**src/rtl/inst_fetch_mod.sv**
```systemverilog
// rtl/inst_fetch_mod.sv - instruction prefetch FIFO between memory arbiter and control_unit_mod
// Optional CB-prefix pulse generation enabled by defining INST_FETCH_CB_DETECT_EN.
module inst_fetch_mod #(
  parameter int          FIFO_DEPTH = 4,
  parameter logic [15:0] RESET_PC   = 16'h0000
) (
  input  logic        clock,
  input  logic        reset,
  input  logic        inst_consume,
  input  logic        pc_load,
  input  logic [15:0] pc_load_value,
  input  logic        mem_ack,
  input  logic [7:0]  mem_rdata,
  output logic        mem_req,
  output logic [15:0] mem_addr,
  output logic [7:0]  inst_buffer,
  output logic        inst_valid,
  output logic [15:0] inst_pc,
  output logic        toggle_cb
);

  localparam int PTR_W = (FIFO_DEPTH > 1) ? $clog2(FIFO_DEPTH) : 1;
  localparam int CNT_W = PTR_W + 1;
  localparam logic [CNT_W-1:0] FULL = CNT_W'(FIFO_DEPTH);

  typedef enum logic [1:0] {S_IDLE, S_FETCH, S_DISCARD} state_t;

  state_t             r_state;
  state_t             w_next_state;
  logic               r_mem_req;
  logic               w_next_req;
  logic [15:0]        r_mem_addr;
  logic [15:0]        w_next_addr;
  logic [CNT_W-1:0]   r_count;
  logic [CNT_W-1:0]   w_count_post;
  logic [PTR_W-1:0]   r_rd_ptr;
  logic [PTR_W-1:0]   r_wr_ptr;
  logic [15:0]        r_fetch_pc;
  logic [15:0]        r_head_pc;
  logic [7:0]         r_fifo [FIFO_DEPTH];
  logic               w_push;
  logic               w_pop;

  // A redirect suppresses both the write of in-flight data and any pop in the same cycle.
  assign w_push       = (r_state == S_FETCH) && mem_ack && !pc_load;
  assign w_pop        = inst_consume && (r_count != '0) && !pc_load;
  assign w_count_post = r_count + CNT_W'(w_push) - CNT_W'(w_pop);

  always_ff @(posedge clock or negedge reset) begin
    if (!reset) begin
      r_state    <= S_IDLE;
      r_mem_req  <= 1'b0;
      r_mem_addr <= RESET_PC;
    end else begin
      r_state    <= w_next_state;
      r_mem_req  <= w_next_req;
      r_mem_addr <= w_next_addr;
    end
  end

  always_comb begin
    w_next_state = r_state;
    w_next_req   = r_mem_req;
    w_next_addr  = r_mem_addr;
    case (r_state)
      S_IDLE: begin
        if (!pc_load && (r_count < FULL)) begin
          w_next_state = S_FETCH;
          w_next_req   = 1'b1;
          w_next_addr  = r_fetch_pc;
        end
      end
      S_FETCH: begin
        if (pc_load) begin
          if (mem_ack) begin
            w_next_state = S_IDLE;
            w_next_req   = 1'b0;
          end else begin
            w_next_state = S_DISCARD;
          end
        end else if (mem_ack) begin
          if (w_count_post < FULL) begin
            w_next_addr = r_fetch_pc + 16'd1;
          end else begin
            w_next_state = S_IDLE;
            w_next_req   = 1'b0;
          end
        end
      end
      S_DISCARD: begin
        // The bus read cannot be cancelled; wait it out and drop its data.
        if (mem_ack) begin
          w_next_state = S_IDLE;
          w_next_req   = 1'b0;
        end
      end
      default: begin
        w_next_state = S_IDLE;
        w_next_req   = 1'b0;
      end
    endcase
  end

  always_ff @(posedge clock or negedge reset) begin
    if (!reset) begin
      r_count    <= '0;
      r_rd_ptr   <= '0;
      r_wr_ptr   <= '0;
      r_fetch_pc <= RESET_PC;
      r_head_pc  <= RESET_PC;
      for (int i = 0; i < FIFO_DEPTH; i++) r_fifo[i] <= 8'h00;
    end else if (pc_load) begin
      r_count    <= '0;
      r_rd_ptr   <= '0;
      r_wr_ptr   <= '0;
      r_fetch_pc <= pc_load_value;
      r_head_pc  <= pc_load_value;
    end else begin
      if (w_push) begin
        r_fifo[r_wr_ptr] <= mem_rdata;
        r_wr_ptr         <= r_wr_ptr + PTR_W'(1);
        r_fetch_pc       <= r_fetch_pc + 16'd1;
      end
      if (w_pop) begin
        r_rd_ptr  <= r_rd_ptr + PTR_W'(1);
        r_head_pc <= r_head_pc + 16'd1;
      end
      r_count <= w_count_post;
    end
  end

  assign mem_req     = r_mem_req;
  assign mem_addr    = r_mem_addr;
  assign inst_valid  = (r_count != '0);
  assign inst_buffer = inst_valid ? r_fifo[r_rd_ptr] : 8'h00;
  assign inst_pc     = r_head_pc;

`ifdef INST_FETCH_CB_DETECT_EN
  logic r_toggle_cb;
  logic r_after_cb;

  // r_after_cb marks that the next pop is the CB-table opcode, which never pulses.
  always_ff @(posedge clock or negedge reset) begin
    if (!reset) begin
      r_toggle_cb <= 1'b0;
      r_after_cb  <= 1'b0;
    end else begin
      r_toggle_cb <= w_pop && (inst_buffer == 8'hCB) && !r_after_cb;
      if (pc_load) r_after_cb <= 1'b0;
      else if (w_pop) r_after_cb <= (inst_buffer == 8'hCB) && !r_after_cb;
    end
  end

  assign toggle_cb = r_toggle_cb;
`else
  assign toggle_cb = 1'b0;
`endif

endmodule

```
**config.mk**
```make
export PLATFORM = sky130hd
export DESIGN_NAME = inst_fetch_mod
export DESIGN_NICKNAME = d
export VERILOG_FILES = /design/src/rtl/inst_fetch_mod.sv
export SDC_FILE = /design/constraint.sdc
export NUM_CORES = 1
export LEC_CHECK = 0
export CORE_ASPECT_RATIO = 1.25
export CORE_UTILIZATION = 49
export DETAILED_ROUTE_END_ITERATION = 12
export GPL_TIMING_DRIVEN = 0
export PLACE_DENSITY = 0.74
export SETUP_SLACK_MARGIN = 0.02
export SYNTH_ARGS = -nofsm -noshare
export SYNTH_HDL_FRONTEND = slang
export SYNTH_SLANG_ARGS = --single-unit
```
**constraint.sdc**
```tcl
create_clock -name clock -period 2.9 [get_ports clock]
set_clock_uncertainty 0.1 [all_clocks]
set_input_delay 0.435 -clock clock [delete_from_list [all_inputs] [get_ports clock]]
set_output_delay 0.435 -clock clock [all_outputs]
set_load 0.005 [all_outputs]
```
==> flow_summary.html <==
<table>
<tr><th>Metric</th><th>Value</th></tr>
<tr><th colspan="2">Clock tree</th></tr>
<tr><td>CTS H-tree depth</td><td>3</td></tr>
<tr><td>Clock tree from TritonCTS</td><td>yes</td></tr>
<tr><td>Total clock buffers created by CTS</td><td>9</td></tr>
<tr><td>Later-pin clock latency in the skew report</td><td>0.34 ns</td></tr>
<tr><td>CTS clk-pin slew, worst paths</td><td>0.06 ns</td></tr>
<tr><td>Number of clock sinks</td><td>90</td></tr>
<tr><td>Root Buffer Master</td><td>sky130_fd_sc_hd__clkbuf_16</td></tr>
<tr><td>Maximum clock path buffer count</td><td>2</td></tr>
<tr><th colspan="2">Yosys</th></tr>
<tr><td>Cell types with the highest counts after synthesis</td><td>sky130_fd_sc_hd__dfrtp_1, sky130_fd_sc_hd__mux2_2, sky130_fd_sc_hd__nand2_1</td></tr>
<tr><td>Most numerous cell in the Yosys netlist</td><td>sky130_fd_sc_hd__dfrtp_1</td></tr>
<tr><td>Summed instance area of the synthesized netlist</td><td>0.00477 mm2</td></tr>
<tr><td>Number of distinct library cell variants in the gate-level netlist after synthesis</td><td>51</td></tr>
<tr><td>Fraction of post-synthesis cell area in the top cell type by area</td><td>0.472</td></tr>
<tr><td>Yosys warns</td><td>0</td></tr>
<tr><td>Part of the Yosys area used for sequential elements</td><td>0.472</td></tr>
<tr><td>Most used flip-flop cell after synthesis</td><td>sky130_fd_sc_hd__dfrtp_1</td></tr>
<tr><td>EDFF count, synth</td><td>0</td></tr>
<tr><td>Net Count, Synth</td><td>479</td></tr>
<tr><td>Post-synthesis cell type with the largest combined area</td><td>sky130_fd_sc_hd__dfrtp_1</td></tr>
<tr><td>Largest cells by area after synthesis</td><td>sky130_fd_sc_hd__dfrtp_1, sky130_fd_sc_hd__mux2_2, sky130_fd_sc_hd__xnor2_1</td></tr>
<tr><td>Number of cells produced by synthesis</td><td>441</td></tr>
<tr><td>Register bit total from synthesis</td><td>90</td></tr>
<tr><td>Post-Syn Area per Cell</td><td>10.8 um2</td></tr>
<tr><td>Async set-reset flop share out of synthesis</td><td>1.00</td></tr>
<tr><th colspan="2">STA</th></tr>
<tr><td>Max-slew violation total from the final report</td><td>0</td></tr>
<tr><td>Least-Margin Pin Slew</td><td>around 0.63 ns</td></tr>
<tr><td>Min Clock Period, post-route</td><td>2.94 ns</td></tr>
<tr><td>Final critical-path setup slack</td><td>-0.0446 ns</td></tr>
<tr><td>Number of failing setup endpoints in the final timing report</td><td>2</td></tr>
<tr><td>RSZ-0062 raised after global routing</td><td>true</td></tr>
<tr><td>Hold Fails Final Rpt</td><td>0</td></tr>
<tr><td>Max-Slew Margin vs Limit</td><td>0.578</td></tr>
<tr><td>Crit share post-route</td><td>1.02</td></tr>
<tr><td>Highest Clock Rate</td><td>roughly 0.34 GHz</td></tr>
<tr><td>Setup TNS</td><td>-0.0617 ns</td></tr>
<tr><th colspan="2">Status</th></tr>
<tr><td>Status</td><td>complete, but fails checks</td></tr>
<tr><td>Failing checks</td><td>setup timing</td></tr>
<tr><th colspan="2">Floorplanning</th></tr>
<tr><td>Die Span Y</td><td>112 um</td></tr>
<tr><td>Area of the core</td><td>0.00927 mm2</td></tr>
<tr><td>Number of top-level pins</td><td>72</td></tr>
<tr><td>Row count</td><td>39</td></tr>
<tr><td>Die extent in x</td><td>about 90 um</td></tr>
<tr><td>Effective utilization at floorplan</td><td>0.514</td></tr>
<tr><td>Die Outline Area</td><td>0.0101 mm2</td></tr>
<tr><th colspan="2">Critical path</th></tr>
<tr><td>Sort of element at the end of the critical path</td><td>flip-flop</td></tr>
<tr><td>Kind of start point of the critical path</td><td>flip-flop</td></tr>
<tr><td>Worst-path cell with the longest stage delay</td><td>sky130_fd_sc_hd__dfrtp_1</td></tr>
<tr><td>Cell-by-cell listing of the critical path</td><td>nor4bb_2 &gt; buf_2 &gt; inv_2 &gt; ha_4 &gt; inv_2 &gt; ha_4 &gt; inv_2 &gt; fa_2 &gt; xor2_1 &gt; and3_4 &gt; or2_1 &gt; buf_6 &gt; mux2_4</td></tr>
<tr><td>Max incr delay on CP</td><td>~0.4 ns</td></tr>
<tr><td>Most common cell type on the critical path</td><td>sky130_fd_sc_hd__inv_2</td></tr>
<tr><td>Kind of critical path</td><td>flip-flop to flip-flop</td></tr>
<tr><td>Critical path data arrival time</td><td>3.07 ns</td></tr>
<tr><td>Required time at the worst-slack endpoint</td><td>3.02 ns</td></tr>
<tr><td>Maximum fanout along the worst path</td><td>6</td></tr>
<tr><td>Reg2Reg Depth</td><td>13</td></tr>
<tr><th colspan="2">Detailed routing</th></tr>
<tr><td>WL final</td><td>between 10,000 and 15,000 um</td></tr>
<tr><td>Detailed-route wire length per cell</td><td>~18 um</td></tr>
<tr><td>Vias</td><td>between 3,000 and 4,000</td></tr>
<tr><td>Detailed-route vias per instance</td><td>5.71</td></tr>
<tr><td>First DRT Iteration DRCs</td><td>185</td></tr>
<tr><td>Number of DRC violations after detailed routing</td><td>0</td></tr>
<tr><td>First drt pass iteration count</td><td>4</td></tr>
<tr><td>Antenna violation net count after detailed routing</td><td>0</td></tr>
<tr><th colspan="2">GRT</th></tr>
<tr><td>Largest net degree at the start of global routing</td><td>between 60 and 70</td></tr>
<tr><td>First-pass GRT wire length</td><td>between 15,000 and 20,000 um</td></tr>
<tr><td>Via count of the first global-routing pass</td><td>3,845</td></tr>
<tr><td>Congestion Overflow GR</td><td>0</td></tr>
<tr><td>Number of antenna violations at the first check in global routing</td><td>0</td></tr>
<tr><td>Global routing usage summed across all routing layers</td><td>0.246</td></tr>
<tr><th colspan="2">Cells and area</th></tr>
<tr><td>Total Nets Final</td><td>569</td></tr>
<tr><td>Total non-filler cell area in the finished layout</td><td>0.00617 mm2</td></tr>
<tr><td>Layout overhead on the synthesized area</td><td>29.3%</td></tr>
<tr><td>Layout fillers</td><td>710</td></tr>
<tr><td>Layout cell share with drive strength beyond 1</td><td>0.236</td></tr>
<tr><td>Final core utilization</td><td>0.665</td></tr>
<tr><td>Number of inserted diodes</td><td>0</td></tr>
<tr><th colspan="2">Power and ir drop</th></tr>
<tr><td>Pwr Total</td><td>0.00494 W</td></tr>
<tr><td>Max VDD drop</td><td>0.438 mV</td></tr>
<tr><td>Leakage component of the power</td><td>2.50 nW</td></tr>
<tr><td>P per Cell Area</td><td>roughly 800 mW/mm2</td></tr>
<tr><th colspan="2">Worst hold path</th></tr>
<tr><td>Worst min path class</td><td>primary input to flip-flop</td></tr>
<tr><td>Number of instances on the worst hold path</td><td>4</td></tr>
<tr><th colspan="2">Place</th></tr>
<tr><td>Placed wire-length estimate after detailed placement</td><td>8480 um</td></tr>
<tr><td>Placed Instance Area</td><td>0.00572 mm2</td></tr>
<tr><td>Weighted congestion at the end of routability-driven global placement</td><td>0.883</td></tr>
<tr><td>IO Port Bufs</td><td>69</td></tr>
<tr><th colspan="2">Flow run</th></tr>
<tr><td>Max-cap check violation count</td><td>0</td></tr>
</table>
## worst max-delay path: cells and delay by family, from the launching register on
kind,cells,cell delay [ns]
buffers and inverters,5,0.46
AND/OR/NAND/NOR,3,0.74
XOR/XNOR,1,0.17
multiplexers,1,0.29
adder cells (fa/ha/maj),3,0.68
flip-flops,1,0.40
## state kept, by name (all words and copies together) (netlist names)
signal      flops
inst_pc        16
mem_addr       16
r_count         3
r_state         2
r_wr_ptr        2
r_rd_ptr        2
mem_req         1
r_fetch_pc     16
r_fifo         32
## what timing repair did
item / in CTS / in global routing
endpoints found under the hold margin: 25 / 0
pin swaps: 6 / 1
hold buffers: 1 / 0
endpoints found under the setup margin: 25 / 16
buffers inserted: 9 / 1
resized for setup: 15 / 14
## kinds of logic after synthesis
| group | share of synthesized area |
|---|---|
| simple gates | 0.173 |
| flops | 0.472 |
| mux | 0.156 |
| compound gates | 0.0653 |
| buf+inv | 0.0359 |
| xor+xnor | 0.0716 |
| fa+ha+maj | 0.0252 |
| other cells | 0.000786 |
## worst paths after layout
check | start | end | slack [ns]
setup / recovery | r_state[1] | mem_addr[5] | -0.04
hold / removal | pc_load | r_state[0] | 0.35
setup reg to reg | r_state[1] | mem_addr[5] | -0.04
hold reg to reg | r_fifo[15] | r_fifo[15] | 0.40
max in group asynchronous | reset | r_count[1] | 1.59
min in group asynchronous | reset | mem_addr[5] | 0.46
## area by class of cell
| cell class | instances | area (um2) | area share |
|---|---|---|---|
| Timing Repair Buffer | 81 | 800 | 0.130 |
| Clock inverter | 2 | 12.5 | 0.00203 |
| Clock buffer | 13 | 260 | 0.0422 |
| Tap cell | 123 | 154 | 0.0250 |
| Buffer | 26 | 155 | 0.0252 |
| Multi-Input combinational cell | 309 | 2480 | 0.402 |
| Inverter | 14 | 52.6 | 0.00852 |
| Sequential cell | 90 | 2250 | 0.366 |
## placed cells by master, fill, tap and decap left out, types with 3 or more instances in the layout
| cell | n |
|---|---|
| sky130_fd_sc_hd__xor2_1 | 14 |
| sky130_fd_sc_hd__nor3_2 | 5 |
| sky130_fd_sc_hd__a21oi_2 | 11 |
| sky130_fd_sc_hd__buf_2 | 4 |
| sky130_fd_sc_hd__ha_1 | 6 |
| sky130_fd_sc_hd__nand3b_1 | 3 |
| sky130_fd_sc_hd__nor2b_1 | 10 |
| sky130_fd_sc_hd__nand3_1 | 10 |
| sky130_fd_sc_hd__o31ai_1 | 3 |
| sky130_fd_sc_hd__nor3_1 | 21 |
| sky130_fd_sc_hd__nor4_1 | 13 |
| sky130_fd_sc_hd__xnor2_1 | 24 |
| sky130_fd_sc_hd__and4_1 | 5 |
| sky130_fd_sc_hd__clkdlybuf4s50_1 | 67 |
| sky130_fd_sc_hd__inv_2 | 3 |
| sky130_fd_sc_hd__nand2_1 | 29 |
| sky130_fd_sc_hd__nor2_1 | 24 |
| sky130_fd_sc_hd__nand4_1 | 11 |
| sky130_fd_sc_hd__clkbuf_16 | 9 |
| sky130_fd_sc_hd__a21oi_1 | 7 |
| sky130_fd_sc_hd__or3_1 | 3 |
| sky130_fd_sc_hd__buf_1 | 3 |
| sky130_fd_sc_hd__a31oi_1 | 9 |
| sky130_fd_sc_hd__a211oi_1 | 3 |
| sky130_fd_sc_hd__mux4_2 | 8 |
| sky130_fd_sc_hd__buf_4 | 12 |
| sky130_fd_sc_hd__o21ai_0 | 6 |
| sky130_fd_sc_hd__inv_1 | 10 |
| sky130_fd_sc_hd__or4_1 | 3 |
| sky130_fd_sc_hd__clkbuf_8 | 4 |
| sky130_fd_sc_hd__clkbuf_1 | 12 |
| sky130_fd_sc_hd__mux2_2 | 48 |
| sky130_fd_sc_hd__dfrtp_1 | 88 |
| sky130_fd_sc_hd__buf_6 | 3 |
## stage by stage
| stage | hold slack, ns | worst slack [ns] | instances |
|---|---|---|---|
| after floorplan | 0.0394 | -0.197 | 441 |
| after global placement | 0.382 | -1.94 | 633 |
| after detailed placement | 0.274 | -0.739 | 634 |
| after CTS | 0.320 | -0.00560 | 657 |
| after global routing | 0.368 | -0.149 | 658 |
| final | 0.353 | -0.0446 | 658 |
## routing by layer
metal | part of all wire | vias up | GRT usage
met5 | 0 | - | 0
met1 | 0.39 | 1860 | 0.282
li1 | - | 1765 | -
met3 | 0.042 | 22 | 0.0413
met2 | 0.54 | 112 | 0.453
met4 | 0.029 | 0 | 0.102
## power breakdown
| part | internal (W) | total (W) | switching [W] |
|---|---|---|---|
| Sequential | 0.00158 | 0.00182 | 0.000237 |
| Combinational | 0.00115 | 0.00203 | 0.000879 |
| Clock | 0.000622 | 0.00109 | 0.000463 |
Note: power is estimated with default switching activity, not from simulation.
==> patch: new RTL, same settings <==
The 3 states of `state_t` get a one-hot encoding in 3 bits.
--- a/src/rtl/inst_fetch_mod.sv
+++ b/src/rtl/inst_fetch_mod.sv
@@ -24,5 +24,5 @@
   localparam logic [CNT_W-1:0] FULL = CNT_W'(FIFO_DEPTH);
 
-  typedef enum logic [1:0] {S_IDLE, S_FETCH, S_DISCARD} state_t;
+  typedef enum logic [2:0] {S_IDLE = 3'b001, S_FETCH = 3'b010, S_DISCARD = 3'b100} state_t;
 
   state_t             r_state;
Behaviour: same outputs for any inputs over 4 cycles, from zero or initial values and one cycle with reset low; so few cycles prove little.
==> patch against the unedited design <==
Largest cell class unchanged; cell area fell by 1.1%; sequential cell count grew 1; synthesized area shrank 2.1%; fmax up 4.1%; clock power is 19% higher; largest power group is now registers; hold slack better by 50 ps; count of clock-buffer cells in the layout down 2; via count down 3.2%; power is 6.1% lower; setup slack improved by 120 ps; wire length down 3.4%.
==> patch: results (changes against the unedited design) <==
The run finished with clean final reports. The wire length after detailed routing came out at 11,300 um (-3.4%). The pin count of the biggest net entering global routing is 71 (+7.6%). The largest driver fanout on the critical path came out at 8 (+2). The number of library cell types mapped by synthesis is 47 (-7.8%). The number of flip-flops under the largest register name came to 32 (unchanged).

The count of port buffers added during placement is 70 (+1.4%). The post-synthesis share of cell area spent on xor and xnor gates came out at 0.0707 (-0.000895). The dominant delay contributor by cell family on the critical path is adder cells. The placed cell area came out at 0.00564 mm^2 (-1.5%).

The compound-cell area share of the yosys netlist came out at 0.0756 (+0.0102). The tightest slew margin relative to the limit came out at 0.487 (-0.0910). The cell type of the slowest stage on the worst timing path is sky130_fd_sc_hd__dfrtp_2. The fraction of final layout cells sized beyond drive strength 1 is 0.229 (-0.00610). The number of placed instances, taps included is 606 (-4.4%).

The ratio of routed vias to standard cells came out at 5.75 (+0.66%). The global-route wire length before repair came to 18,200 um (-5.9%). The placer's final routability congestion estimate came out at 0.903 (+2.3%). The arithmetic-cell share of the synthesized area counting full adders, half adders and majority gates is 0.0257 (+0.000533).

The delay of the slowest cell on the worst path was 450 ps (+50 ps). The net switching share of the total power is 0.295 (-0.0251). The worst-case vdd ir drop came to 0.421 mV (-3.7%). The global-route total usage across every layer was 0.242 (-0.00390).

The total number of vias came out at 3,640 (-3.2%). The leakage dissipation is 0.00249 uW (about the same). The number of global-route vias before repair is 3,854 (+0.23%). After synthesis, the cell types taking the most area are sky130_fd_sc_hd__dfrtp_1, sky130_fd_sc_hd__mux2_2, sky130_fd_sc_hd__xnor2_1.

The arrival time at the worst endpoint is 2950 ps (-120 ps). The portion of netlist area occupied by mux cells is 0.169 (+0.0129). The half-perimeter wire length of the detailed placement result came out at 8040 um (-5.1%).

The register area share after synthesis is 0.488 (+0.0156). The synthesized netlist net count is 450 (-6.1%). The proportion of register bits with asynchronous set or reset after synthesis is 1.00 (unchanged). The final net count is 543 (-4.6%).

Sorting the synthesized cells by how often they occur yields sky130_fd_sc_hd__dfrtp_1, sky130_fd_sc_hd__mux2_2, sky130_fd_sc_hd__a21oi_1. The share of the synthesized area in the top cell type is 0.482 (+0.0100). The cell count after synthesis was 412 (-6.6%). The violation count after the first detailed-route iteration came out at 177 (-4.3%).
## patch: cell types whose count changed in the layout (fill, tap and decap cells not counted), moves of 5 or more
cell / change
sky130_fd_sc_hd__inv_1: -5
sky130_fd_sc_hd__a21oi_1: +19
sky130_fd_sc_hd__a21oi_2: -10
sky130_fd_sc_hd__a31oi_1: +6
sky130_fd_sc_hd__nor3_1: -16
sky130_fd_sc_hd__nor2_1: -8
sky130_fd_sc_hd__nor4_1: -7
sky130_fd_sc_hd__or3_1: +10
## patch: worst paths after layout
path | from | to | slack [ps] | cells past startpoint
setup / recovery | r_state[2] | mem_addr[8] | 70 | 13
hold / removal | r_fifo[1] | r_fifo[1] | 400 | 1
setup reg to reg | r_state[2] | mem_addr[8] | 70 | 13
hold reg to reg | r_fifo[1] | r_fifo[1] | 400 | 1
max in group asynchronous | reset | r_fetch_pc[1] | 1620 | 3
min in group asynchronous | reset | mem_addr[7] | 440 | 2
## patch: per-stage QoR
step,total power [uW],setup WS [ps]
after floorplan,2590,-17.9
after global placement,3210,-2010
after detailed placement,3270,-841
after CTS,4660,18.6
after global routing,4870,-74.1
final,4630,72.1
## patch: kinds of logic (layout without fill, tap and decap cells)
| group | Yosys count | after routing |
|---|---|---|
| compound gates | 61 | 61 |
| flops | 91 | 91 |
| other cells | 1 | 1 |
| mux | 62 | 62 |
| fa+ha+maj | 9 | 9 |
| buf+inv | 31 | 129 |
| xor+xnor | 36 | 36 |
| simple gates | 121 | 121 |
## patch: layout make-up
class | count | area [um^2]
multi-input cells | 290 | 2340
flip-flops and latches | 91 | 2280
well taps | 123 | 154
repair buffers | 85 | 830
clock buffers | 11 | 253
plain buffers | 20 | 129
clock inverters | 5 | 83.8
inverters | 8 | 30.0
fillers | 753 | 3080
## patch: routing by layer
layer  track usage  up-vias  part of all wire
met4         0.115        0             0.029
met5             0        -                 0
met1         0.277     1844              0.39
met2         0.433       89              0.55
met3        0.0313       28             0.031
li1              -     1679                 -
## patch: power groups by stage
stage                     Clock, uW  Combinational [uW]  Sequential (uW)
after floorplan                   0                 847             1750
after global placement            0                1430             1780
after detailed placement          0                1480             1790
after CTS                      1310                1580             1770
after global routing           1360                1710             1800
final                          1300                1570             1770
## patch: timing repair
item                                   4_1_cts  5_1_grt
pin swaps                                    2        0
setup buffers                               11        3
endpoints found under the hold margin       21        0
hold buffers                                 1        0
gates resized for setup                     14        2
setup endpoints to repair                   26       16
